==> src/rtl/fp16_unpack_t.sv <==
// Two-stage streaming unpacker: fp16 word -> sign, unbiased 6-bit exponent and 28-bit fixed mantissa.
// Keeps saturating counts of accepted words and of accepted inf/NaN words.
module fp16_unpack_t #(
  parameter int CNT_WIDTH = 16
) (
  input  logic                 clk,
  input  logic                 reset,
  input  logic [15:0]          in_data,
  input  logic                 in_valid,
  output logic                 in_ready,
  output logic [27:0]          out_z,
  output logic [5:0]           out_a_e,
  output logic                 out_sign,
  output logic                 out_zero,
  output logic                 out_inf,
  output logic                 out_nan,
  output logic                 out_valid,
  input  logic                 out_ready,
  output logic [CNT_WIDTH-1:0] word_cnt,
  output logic [CNT_WIDTH-1:0] special_cnt
);

  localparam logic [CNT_WIDTH-1:0] CntOne = CNT_WIDTH'(1);
  localparam logic [CNT_WIDTH-1:0] CntMax = '1;

  logic        w_s2_adv;
  logic        w_s1_adv;
  logic        w_in_xfer;
  logic        w_in_special;

  logic        r_s1_valid;
  logic [15:0] r_s1_data;
  logic        r_s1_exp_zero;
  logic        r_s1_exp_max;
  logic        r_s1_man_zero;

  logic        r_s2_valid;
  logic [27:0] r_z;
  logic [5:0]  r_a_e;
  logic        r_sign;
  logic        r_zero;
  logic        r_inf;
  logic        r_nan;

  logic [CNT_WIDTH-1:0] r_word_cnt;
  logic [CNT_WIDTH-1:0] r_special_cnt;

  logic [4:0]  w_exp;
  logic [9:0]  w_man;
  logic [27:0] w_z;
  logic [5:0]  w_a_e;
  logic        w_zero;
  logic        w_inf;
  logic        w_nan;

  assign w_s2_adv     = !r_s2_valid || out_ready;
  assign w_s1_adv     = !r_s1_valid || w_s2_adv;
  assign in_ready     = w_s1_adv;
  assign w_in_xfer    = in_valid && w_s1_adv;
  assign w_in_special = (in_data[14:10] == 5'h1F);

  // Stage 1: capture the word plus the exponent/mantissa class bits.
  always_ff @(posedge clk or posedge reset) begin
    if (reset) begin
      r_s1_valid    <= 1'b0;
      r_s1_data     <= '0;
      r_s1_exp_zero <= 1'b0;
      r_s1_exp_max  <= 1'b0;
      r_s1_man_zero <= 1'b0;
    end else if (w_s1_adv) begin
      r_s1_valid <= in_valid;
      if (in_valid) begin
        r_s1_data     <= in_data;
        r_s1_exp_zero <= (in_data[14:10] == 5'h00);
        r_s1_exp_max  <= w_in_special;
        r_s1_man_zero <= (in_data[9:0] == 10'h000);
      end
    end
  end

  assign w_exp = r_s1_data[14:10];
  assign w_man = r_s1_data[9:0];

  // Zero and subnormal share the -14 exponent; inf/NaN report +16 so the packer saturates.
  always_comb begin
    w_a_e  = {1'b0, w_exp} - 6'd15;
    w_z    = {17'b0, 1'b1, w_man};
    w_zero = 1'b0;
    w_inf  = 1'b0;
    w_nan  = 1'b0;
    if (r_s1_exp_zero) begin
      w_a_e  = 6'h32;
      w_z    = {17'b0, 1'b0, w_man};
      w_zero = r_s1_man_zero;
    end else if (r_s1_exp_max) begin
      w_a_e = 6'h10;
      w_inf = r_s1_man_zero;
      w_nan = !r_s1_man_zero;
    end
  end

  always_ff @(posedge clk or posedge reset) begin
    if (reset) begin
      r_s2_valid <= 1'b0;
      r_z        <= '0;
      r_a_e      <= '0;
      r_sign     <= 1'b0;
      r_zero     <= 1'b0;
      r_inf      <= 1'b0;
      r_nan      <= 1'b0;
    end else if (w_s2_adv) begin
      r_s2_valid <= r_s1_valid;
      if (r_s1_valid) begin
        r_z    <= w_z;
        r_a_e  <= w_a_e;
        r_sign <= r_s1_data[15];
        r_zero <= w_zero;
        r_inf  <= w_inf;
        r_nan  <= w_nan;
      end
    end
  end

  always_ff @(posedge clk or posedge reset) begin
    if (reset) begin
      r_word_cnt    <= '0;
      r_special_cnt <= '0;
    end else if (w_in_xfer) begin
      if (r_word_cnt != CntMax) r_word_cnt <= r_word_cnt + CntOne;
      if (w_in_special && (r_special_cnt != CntMax)) r_special_cnt <= r_special_cnt + CntOne;
    end
  end

  assign out_valid   = r_s2_valid;
  assign out_z       = r_z;
  assign out_a_e     = r_a_e;
  assign out_sign    = r_sign;
  assign out_zero    = r_zero;
  assign out_inf     = r_inf;
  assign out_nan     = r_nan;
  assign word_cnt    = r_word_cnt;
  assign special_cnt = r_special_cnt;

endmodule
==> config.mk <==
export PLATFORM = sky130hd
export DESIGN_NAME = fp16_unpack_t
export DESIGN_NICKNAME = d
export VERILOG_FILES = /design/src/rtl/fp16_unpack_t.sv
export SDC_FILE = /design/constraint.sdc
export NUM_CORES = 1
export LEC_CHECK = 0
export ABC_AREA = 0
export BUFFER_PORTS_ARGS = -buffer_cell sky130_fd_sc_hd__buf_4
export CAP_MARGIN = 15
export CORE_ASPECT_RATIO = 1.4
export CORE_MARGIN = 2
export CORE_UTILIZATION = 54
export CTS_BUF_LIST = sky130_fd_sc_hd__clkbuf_4 sky130_fd_sc_hd__clkbuf_8
export DETAILED_ROUTE_END_ITERATION = 8
export PLACE_DENSITY = 0.92
export SLEW_MARGIN = 40
export SYNTH_ARGS = -nofsm -noshare
export SYNTH_HDL_FRONTEND = slang
export SYNTH_SLANG_ARGS = --single-unit
==> constraint.sdc <==
create_clock -name clk -period 2.9 [get_ports clk]
set_input_delay 0.435 -clock clk [delete_from_list [all_inputs] [get_ports clk]]
set_output_delay 0.435 -clock clk [all_outputs]
set_load 0.005 [all_outputs]
# After elaboration in Yosys (flattened, before gate mapping)
# Cells that the tools add are included.
totals:
  reg_bits: 91
  rom_bits: 0
  mem_bits_rw: 0
  word_cells: 41
  latchBits: 0
  out_inout_bits: 72
  memories: 0
op_classes:
  mux: 8
  n_lt_le_gt_ge: 0
  div_mod_pow: 0
  mul: 0
  add_sub_neg: 3
  n_eq_ne: 3
  n_reduce_logical: 13
  bitwise_logic: 0
  shifts: 0
op_table:
  columns: ["op", "count"]
  rows:
  - ["adder 16 x 1 -> 16 bit, second input constant", 2]
  - ["!= test 16 bit, second input constant", 2]
  - ["2-to-1 mux 6 bit", 2]
  - ["2-to-1 mux 11 bit", 1]
  - ["logical NOT 10 bit", 1]
  - ["AND reduction 2 bit", 4]
  - ["subtractor 5 x 4 -> 6 bit, second input constant", 1]
  - ["equality test 5 bit, second input constant", 1]
  - ["logical NOT 5 bit", 1]
  - ["2-to-1 mux 1 bit", 5]
  - ["logical NOT 1 bit", 3]
  - ["logical AND 1 bit", 2]
  - ["logical OR 1 bit", 2]

# Logic depth before layout (Yosys ltp)
# Gate-level depths: netlist of the first run.
logic_depth:
  depth_word: 5
  mapped_depth: 6
  depth_no_buf: 6

# Worst setup path after synthesis of the first run
# Ideal clock, no wire load.
synth_timing:
  kind: "flip-flop to flip-flop"
  start: "register r_word_cnt[0] (netlist: word_cnt[0])"
  end: "register r_word_cnt[5] (netlist: word_cnt[5])"
  setup_time_ns: 0.124
  slack_ns: 1.250
  required_ns: 2.776
  synth_period_minus_slack_ns: 1.650
  t_arrival_ns: 1.525
  path_buffers: 0
  stages_incl_launch_ff: 7
  cell_sequence: "dfrtp_1 ha_1 nand3_1 nor2_1 a31o_2 or3_1 xnor2_1"
synth_between:
  elab_chain_len: 2
synth_rtl:
  columns: ["element", "line", "source"]
  rows:
  - ["from (decl)", "45", "logic [CNT_WIDTH-1:0] r_word_cnt;"]
  - ["from (signal assigned)", "129", "if (r_word_cnt != CntMax) r_word_cnt <= r_word_cnt + CntOne;"]
  - ["branches (longest 2 deep; another with adder 16 x 1 -> 16 bit)", null, null]
# Parallel ways; which one is timed is not known.
# A chain may end at the register's enable or synchronous reset.

# Worst setup path after layout of the first run
layout_timing:
  start: "register r_word_cnt[0] (netlist: word_cnt[0])"
  end: "register r_word_cnt[11] (netlist: word_cnt[11])"
# Same word-level chain as after synthesis.

==> impl_metrics.json, run 1 <==
{
  "ys_async_sr_fraction": 1.00,
  "path_buf_inv": 0,
  "grt_pass1_vias": 2429,
  "fillers": 487,
  "path_class": "reg2reg",
  "power.switching_mw": 0.738,
  "ys.flop_type": "dfrtp_1",
  "core_area_sq_um": 6130,
  "grt_pass1_wl_um": 11200,
  "fin_crit_ns": 1.77,
  "p_seq_frac": 0.501,
  "worstReg2RegEnd": "word_cnt[11]",
  "multiInputGateArea_sq_um": 1410,
  "firstDrtPassIters": 6,
  "synth_seq_cells": 74,
  "rsz0062_at_grt": "false",
  "io_pins": 92,
  "fmax_mhz": 565,
  "irDropWorstVdd_mv": 0.624,
  "hold_ws_ns": 0.170,
  "ant_nets": 0,
  "clock_sinks": 74,
  "cp_slowest_cell": "dfrtp_1",
  "grt_overflow_total": 0,
  "die_y_um": 97.4,
  "vias": 2470,
  "synth-edff-count": 0,
  "syn2layout_area_growth_pct": 23.7,
  "drt-initial-drc-count": 174,
  "worstReg2RegStart": "word_cnt[0]",
  "period_share": 0.611,
  "avgRoutedWirePerCell_um": 14.5,
  "yosysTopAreaCellShare": 0.550,
  "drive_gt1_frac": 0.317,
  "cp_max_fo": 5,
  "avgViaCountPerCell": 5.33,
  "synth_area_sq_um": 3370,
  "p_int_mw": 1.94,
  "start_kind": "flip-flop",
  "hp-class": "in2async",
  "n_antenna_cell": 0,
  "netlist_instances": 305,
  "end_kind": "flip-flop",
  "hold_viol_final": 0,
  "slowest_delay_ns": 0.44,
  "critical_path_required_ns": 3.17,
  "die_x_um": 70.7,
  "netSwitchingFraction": 0.275,
  "ys_seq_area_frac": 0.550,
  "clkTransAtPathRegs_ns": 0.08,
  "relSlewSlack": 0.545,
  "clock_power_share": 0.300,
  "track_usage": 0.206,
  "crit_start": "word_cnt[0]",
  "cts_tree": "done",
  "cp.depth": 6,
  "fin_cells": 463,
  "synth_area_per_cell_sq_um": 11.0,
  "p_leak_nw": 2.03,
  "antenna_found_initial": 0,
  "dieArea_sq_um": 6890,
  "cts_buffer_depth": 2,
  "run_status": "finished, final reports clean",
  "crit_end": "word_cnt[11]",
  "power.density_nw_per_um2": 644,
  "synth_warnings": 0,
  "nets": 409,
  "skew_ns": 0.00605,
  "cts.htree.levels": 3,
  "finalSetupViolCount": 0,
  "buffer_ports.inserted": 74,
  "combPwrFrac": 0.199,
  "r2r_slack_ns": 1.13,
  "r2r_cells": 6,
  "max_slew.worst_pin.slew_ns": 0.681,
  "gp_congestion": 0.794,
  "final_common_cell": "buf_4",
  "drv_slew": 0,
  "worst_ep_arrival_time_ns": 2.04,
  "grt_max_degree": 75,
  "synthTopCellsByArea": "dfrtp_1, nand2_1, mux2_2",
  "worst_skew_pair.late_latency_ns": 0.35,
  "dp.cells": 447,
  "cp_cell_sequence": "ha_1, nand3_1, nor2_1, and3_1, nor4b_1, xor2_1",
  "wirelength_um": 6690,
  "initial_core_util": 0.549,
  "final_cell_mix": "buf_4, dfrtp_1, nand2_1",
  "drc": 0,
  "setup_tns_ns": 0,
  "ys_types": 45,
  "max_cap_viol_count": 0,
  "cts_resized": 0,
  "cts_root_buf": "clkbuf_8",
  "synth_top_area_cell": "dfrtp_1",
  "cts_hold_buf": 0,
  "core.rowCount": 34,
  "postCtsSetupBuffers": 0,
  "register_area_sq_um": 1850,
  "post-dp-hpwl_um": 4830,
  "critPathTopFamily": "simple AND/OR/NAND/NOR gates",
  "cts-buffers-inserted": 9
}
worst reg2reg max path, cell delays in order, from the launching register on:
cell and delay, ns:
dfrtp_1 0.44, ha_1 0.23, nand3_1 0.10, nor2_1 0.10
and3_1 0.23, nor4b_1 0.42, xor2_1 0.18
power by group through the flow:
stage	Clock [mW]	Sequential, mW	Combinational (mW)
global route	0.868	1.37	0.594
global placement	0	1.35	0.520
CTS	0.821	1.34	0.545
floorplan	0	1.34	0.271
detailed placement	0	1.36	0.540
finish	0.806	1.34	0.533
kinds of logic (layout without fill, tap and decap cells):
kind of cell / Yosys count / after routing / synth area share
AND/OR/NAND/NOR: 130 / 130 / 0.196
other: 1 / 17 / 0.00111
flip-flops: 74 / 74 / 0.550
adder cells (fa/ha/maj): 3 / 3 / 0.0112
AO/OA/AOI/OAI: 20 / 20 / 0.0483
multiplexers: 18 / 18 / 0.0602
buffers and inverters: 27 / 97 / 0.0494
XOR/XNOR: 32 / 32 / 0.0833
worst min-delay path by stage:
stage                             from           end  slack, ns  depth (start not counted)
final                            reset  word_cnt[10]       0.17                          3
after global placement    r_s1_data[5]  r_s1_data[5]       0.46                          2
after CTS                        reset  word_cnt[11]       0.18                          3
after floorplan           r_s1_data[0]  r_s1_data[0]       0.44                          2
after detailed placement  r_s1_data[5]  r_s1_data[5]       0.46                          2
after global routing             reset      out_z[2]       0.19                          3
synth_stat cells, types with 4 or more instances:
cell type	instances
xnor2_1	17
o21ai_0	8
buf_4	17
nand4_1	8
clkbuf_1	5
o41ai_1	4
xor2_1	15
nand3_1	16
dfrtp_1	74
mux2_2	17
nor2_1	13
nor4_1	4
nor3_1	4
nand2_1	62
per-stage QoR:
| step | setup slack [ns] | util | total power [mW] | cell area (sq um) |
|---|---|---|---|---|
| after global placement | 1.10 | 0.646 | 1.87 | 3960 |
| after CTS | 1.12 | 0.680 | 2.71 | 4160 |
| final | 1.13 | 0.680 | 2.68 | 4160 |
| after global routing | 0.985 | 0.680 | 2.83 | 4160 |
| after floorplan | 0.583 | - | 1.61 | 3430 |
| after detailed placement | 1.04 | 0.646 | 1.90 | 3960 |
registers in the layout (all words and copies together) (netlist names):
| name | count |
|---|---|
| r_s1_data | 16 |
| special_cnt | 16 |
| word_cnt | 16 |
| out_z | 11 |
| out_a_e | 6 |
| out_inf | 1 |
| out_nan | 1 |
| out_sign | 1 |
| out_valid | 1 |
| out_zero | 1 |
| r_s1_exp_max | 1 |
| r_s1_exp_zero | 1 |
| r_s1_man_zero | 1 |
| r_s1_valid | 1 |
routing by layer:
| layer | vias up | part of all wire | GRT usage |
|---|---|---|---|
| met5 | - | 0 | 0 |
| met4 | 0 | 0.020 | 0.100 |
| met3 | 15 | 0.056 | 0.0477 |
| met2 | 95 | 0.52 | 0.338 |
| met1 | 1197 | 0.40 | 0.252 |
| li1 | 1163 | - | - |
cell type report:
cell class / count / share of cell area
sequential: 74 / 0.445
clock inverter: 5 / 0.0126
multi-input combinational: 220 / 0.338
timing repair buffer: 78 / 0.144
tap: 72 / 0.0216
clock buffer: 11 / 0.0364
inverter: 3 / 0.00271
Power figures use the tool's default switching activity.
==> run 2: changes to the inputs <==
- ABC_AREA: 0 -> 1
- CORE_UTILIZATION: 54 -> 56
- PLACE_DENSITY: 0.92 -> 0.93
- clock period: 2.9 -> 1.8 ns (I/O delays scaled with it)
==> run 2 against run 1 <==
Net effect:
- global-route usage grew 3.0 points
- die area grew 9.2%
- utilization grew 2.9 points
- critical path type unchanged
- critical endpoint is now word_cnt[14]
- largest power group unchanged
==> impl_metrics.json, run 2 <==
{
  "initial_core_util": 0.579,
  "n_antenna_cell": 0,
  "clock_sinks": 74,
  "rsz0062_at_grt": "false",
  "hold_viol_final": 0,
  "cts_hold_buf": 0,
  "end_kind": "flip-flop",
  "cts_tree": "done",
  "final_common_cell": "nand2_1",
  "ys_async_sr_fraction": 1.00,
  "avgRoutedWirePerCell_um": 12.7,
  "power.density_nw_per_um2": 984,
  "synth_warnings": 0,
  "core_area_sq_um": 6610,
  "setup_tns_ns": 0,
  "synth_area_sq_um": 3830,
  "use_met1": 0.284,
  "period_share": 0.916,
  "start_kind": "flip-flop",
  "syn2layout_area_growth_pct": 22.4,
  "max_cap_viol_count": 0,
  "track_usage": 0.236,
  "post-dp-hpwl_um": 6230,
  "wirelength_um": 8580,
  "fmax_mhz": 607,
  "io_pins": 92,
  "grt_overflow_total": 0,
  "drive_gt1_frac": 0.205,
  "critical_path_required_ns": 2.02,
  "antenna_found_initial": 0,
  "pre_cts_ws_ns": 0.160,
  "synthTopCellsByCount": "nand2_1, dfrtp_1, nor2_1",
  "ys.flop_type": "dfrtp_1",
  "synth_seq_cells": 74,
  "die_y_um": 102,
  "synth_most_common_cell": "nand2_1",
  "final_cell_mix": "nand2_1, buf_4, dfrtp_1",
  "finalSetupViolCount": 0,
  "avgViaCountPerCell": 5.01,
  "cp_cell_sequence": "ha_2, nand3_2, inv_2, nand3_2, nor2_1, nor2_2, buf_4, nand2_1, nand2_1",
  "critPathTopFamily": "simple AND/OR/NAND/NOR gates",
  "gp_congestion": 0.886,
  "grtUsageMet3": 0.0464,
  "ys_types": 29,
  "vias": 3385,
  "yosysTopAreaCellShare": 0.484,
  "grt_pass1_wl_um": 14000,
  "core.rowCount": 35,
  "worst_ep_arrival_time_ns": 1.87,
  "crit_start": "word_cnt[0]",
  "fin_total_pwr_mw": 4.61,
  "grt_max_degree": 75,
  "drc": 0,
  "nets": 603,
  "buffer_ports.inserted": 74,
  "worstReg2RegStart": "word_cnt[0]",
  "path_buf_inv": 2,
  "p_leak_nw": 2.44,
  "synthTopCellsByArea": "dfrtp_1, nand2_1, nor2_1",
  "path_class": "reg2reg",
  "drt-initial-drc-count": 249,
  "final_area_sq_um": 4690,
  "dieArea_sq_um": 7520,
  "grt_pass1_vias": 3169,
  "worst_skew_pair.late_latency_ns": 0.34,
  "synth-edff-count": 0,
  "cts_root_buf": "clkbuf_8",
  "synth_top_area_cell": "dfrtp_1",
  "drv_slew": 0,
  "cts_buffer_depth": 2,
  "firstDrtPassIters": 4,
  "fin_crit_ns": 1.65,
  "irDropWorstVdd_mv": 0.583,
  "run_status": "finished, final reports clean",
  "cp_slowest_cell": "dfrtp_1",
  "die_x_um": 73.9,
  "ys_seq_area_frac": 0.484,
  "r2r_slack_ns": 0.15,
  "layout_setup_ws_ns": 0.152,
  "cts-buffers-inserted": 9,
  "met2_usage": 0.416,
  "synth_area_per_cell_sq_um": 7.67,
  "top_usage_layer": "met2",
  "slowest_delay_ns": 0.45,
  "netlist_instances": 499,
  "skew_ns": 0.0145,
  "placed_area_sq_um": 4420,
  "cts.htree.levels": 3,
  "clkTransAtPathRegs_ns": 0.08,
  "ant_nets": 0,
  "cp_max_fo": 15,
  "hp-class": "in2async"
}
## run 2: cell types whose count changed in the layout (fill, tap and decap cells not counted), moves of 5 or more
cell | previous run | this run
o21ai_1 | 0 | 5
nor2_1 | 13 | 36
xor2_1 | 15 | 4
nand2_1 | 62 | 238
inv_1 | 2 | 25
inv_2 | 1 | 8
xnor2_1 | 17 | 12
nand4_1 | 8 | 13
mux2_2 | 17 | 0
## run 2: layout make-up
| class | instances | area (sq um) |
|---|---|---|
| clock buffer | 9 | 124 |
| clock inverter | 6 | 115 |
| fill | 503 | 1930 |
| inverter | 34 | 131 |
| multi-input combinational | 380 | 1720 |
| sequential | 74 | 1850 |
| tap | 92 | 115 |
| timing repair buffer | 81 | 633 |
## run 2: kinds of logic (layout without fill, tap and decap cells)
| kind of cell | after synthesis | after routing | share of synthesized area |
|---|---|---|---|
| DFF | 74 | 74 | 0.484 |
| and+or+nand+nor | 322 | 322 | 0.351 |
| other | 1 | 17 | 0.000980 |
| buffers and inverters | 61 | 130 | 0.0843 |
| AOI/OAI and AO/OA | 22 | 22 | 0.0333 |
| adders and majority gates | 3 | 3 | 0.00981 |
| xor gates and xnor gates | 16 | 16 | 0.0366 |
## run 2: metrics by stage
stage,hold WS (ns),std cells,utilization
2_1_floorplan,0.380,515,-
3_3_place_gp,0.407,660,0.669
3_5_place_dp,0.414,660,0.669
4_1_cts,0.0469,675,0.705
5_1_grt,0.0553,676,0.709
6_report,0.0278,676,0.709
## run 2: final timing paths
kind | end | depth (start not counted)
worst min register to register | out_z[5] | 2
min in group clk | r_s1_data[6] | 3
worst min-delay path | special_cnt[6] | 3
worst max-delay path | word_cnt[14] | 9
worst max register to register | word_cnt[14] | 9
max in group asynchronous | out_z[0] | 3
## run 2: worst min-delay path: cells and delay by family
kind / cells / cell delay (ns)
buffers and inverters: 3 / 0.52
## run 2: what timing repair did
action / CTS / global route
resized for setup: 0 / 1
endpoints found under the setup margin: 0 / 10
setup buffers: 0 / 1
## run 2: per-layer routing
metal	share of wire	wire length [um]
met4	0.022	185
met3	0.050	426
met1	0.41	3490
met2	0.52	4480
met5	0	0
## run 2: where the power goes
part	switching [mW]	internal (mW)
Clock	0.627	0.921
Combinational	0.465	0.473
Sequential	0.213	1.91
==> run 3: changes to the inputs <==
- CELL_PAD_IN_SITES_DETAIL_PLACEMENT: default -> 1
- CELL_PAD_IN_SITES_GLOBAL_PLACEMENT: default -> 1
- CORE_UTILIZATION: 56 -> 40
- CTS_CLUSTER_SIZE: default -> 30
- PLACE_DENSITY: 0.93 -> 0.92
==> run 3 against run 2 <==
Net effect:
- wire length up 25%
- via count up 3.5%
- total power up 6.5%
- worst setup slack worse by 0.014 ns
- critical path depth up 1
- clock-buffer cell count up 1
- first-iteration DRC count down 76%
==> impl_metrics.json, run 3 (synthesis results as in run 2) <==
{
  "r2r_cells": 10,
  "cts_root_buf": "clkbuf_8",
  "drv_slew": 0,
  "wirelength_um": 10700,
  "r2r_slack_ns": 0.14,
  "whs_path_depth": 3,
  "hold_start": "in_data[6]",
  "max_slew.worst_pin.slew_ns": 0.610,
  "skew_ns": 0.00705,
  "avgViaCountPerCell": 5.00,
  "clock_power_share": 0.362,
  "start_kind": "flip-flop",
  "power.switching_mw": 1.40,
  "critical_path_required_ns": 2.10,
  "cts-buffers-inserted": 9,
  "dieArea_sq_um": 10400,
  "drt-initial-drc-count": 60,
  "vias": 3503,
  "path_class": "reg2reg",
  "clkTransAtPathRegs_ns": 0.08,
  "period_share": 0.924,
  "die_y_um": 120,
  "p_leak_nw": 2.49,
  "drive_gt1_frac": 0.212,
  "die_x_um": 86.7,
  "n_antenna_cell": 0,
  "cts_tree": "done",
  "pre_cts_ws_ns": -0.00894,
  "final_util": 0.510,
  "power.density_nw_per_um2": 1020,
  "ant_nets": 0,
  "fillers": 1178,
  "worstReg2RegStart": "special_cnt[0]",
  "grt_pass1_vias": 3810,
  "avgRoutedWirePerCell_um": 15.3,
  "firstDrtPassIters": 4,
  "rsz0062_at_grt": "false",
  "core_area_sq_um": 9410,
  "layout_setup_ws_ns": 0.137,
  "worst_skew_pair.late_latency_ns": 0.36,
  "fin_crit_ns": 1.66,
  "fin_total_pwr_mw": 4.91,
  "end_kind": "flip-flop",
  "p_int_mw": 3.51,
  "cp_max_fo": 19,
  "clock_sinks": 74,
  "grt_pass1_wl_um": 17800,
  "drc": 0,
  "final_cell_mix": "nand2_1, buf_4, dfrtp_1",
  "nets": 609,
  "track_usage": 0.218,
  "max_cap_viol_count": 0,
  "cts_buffer_depth": 2,
  "fmax_mhz": 601,
  "buffer_ports.inserted": 74,
  "setup_tns_ns": 0,
  "worstReg2RegEnd": "special_cnt[8]",
  "post-dp-hpwl_um": 7640,
  "cts.htree.levels": 3,
  "initial_core_util": 0.407,
  "combPwrFrac": 0.206,
  "grt_max_degree": 34,
  "run_status": "finished, final reports clean",
  "antenna_found_initial": 0,
  "core.rowCount": 42,
  "irDropWorstVdd_mv": 0.338,
  "syn2layout_area_growth_pct": 25.3,
  "relSlewSlack": 0.592,
  "holdPathEnd": "r_s1_data[6]",
  "finalSetupViolCount": 0,
  "hold_ws_ns": 0.118,
  "grt_overflow_total": 0,
  "worst_ep_arrival_time_ns": 1.96,
  "netSwitchingFraction": 0.286,
  "p_seq_frac": 0.433,
  "hold_viol_final": 0,
  "final_common_cell": "nand2_1",
  "hp-class": "in2reg",
  "io_pins": 92,
  "gp_congestion": 0.832
}
[run 3: through the flow]
step / instance area, sq um / std cells
CTS: 4770 / 700
finish: 4800 / 701
global placement: 4480 / 683
detailed placement: 4480 / 683
global route: 4800 / 701
floorplan: 3890 / 515
[run 3: timing repair]
action / 4_1_cts / 5_1_grt
setup endpoints to repair: 3 / 23
endpoints found under the hold margin: 21 / 0
gates resized for setup: 1 / 2
buffers inserted: 0 / 1
pin swaps: 0 / 1
hold buffers: 1 / 0
[run 3: metal layers]
metal  up-vias  routed length [um]  global-route usage
met5         -                   0                   0
met4         0                 212              0.0869
met3        23                 415              0.0426
met2        89                5840               0.400
met1      1706                4220               0.241
li1       1685                   -                   -
[run 3: final cells by class]
class	instances	area [sq um]	area share
Timing Repair Buffer	87	681	0.142
Inverter	34	134	0.0279
Tap cell	110	138	0.0287
Sequential cell	74	1850	0.386
Clock buffer	10	138	0.0287
Multi-Input combinational cell	380	1720	0.358
Clock inverter	6	136	0.0284
[run 3: worst max-delay path by stage]
stage	start	to	slack, ns	cells after the start
2_1_floorplan	special_cnt[0]	special_cnt[1]	0.29	11
3_3_place_gp	word_cnt[1]	word_cnt[15]	0.13	8
3_5_place_dp	word_cnt[1]	word_cnt[1]	-0.009	8
4_1_cts	special_cnt[0]	special_cnt[8]	0.01	10
5_1_grt	word_cnt[1]	word_cnt[15]	0.02	8
6_report	special_cnt[0]	special_cnt[8]	0.14	10
[run 3: power by group through the flow]
stage,registers [mW],logic [mW],clock network (mW)
3_3_place_gp,2.12,0.947,0
5_1_grt,2.16,1.12,1.86
3_5_place_dp,2.15,0.996,0
2_1_floorplan,2.14,0.476,0
4_1_cts,2.13,1.02,1.81
6_report,2.12,1.01,1.78
[run 3: critical path, cell delays in order (launching register included)]
cell and delay (ns):
dfrtp_1 0.39, ha_1 0.23, nand3_1 0.19, inv_2 0.08, nand2_2 0.11, inv_2 0.05
nand2_4 0.10, nand2_8 0.11, inv_4 0.16, nand2_1 0.08, nand2_1 0.08
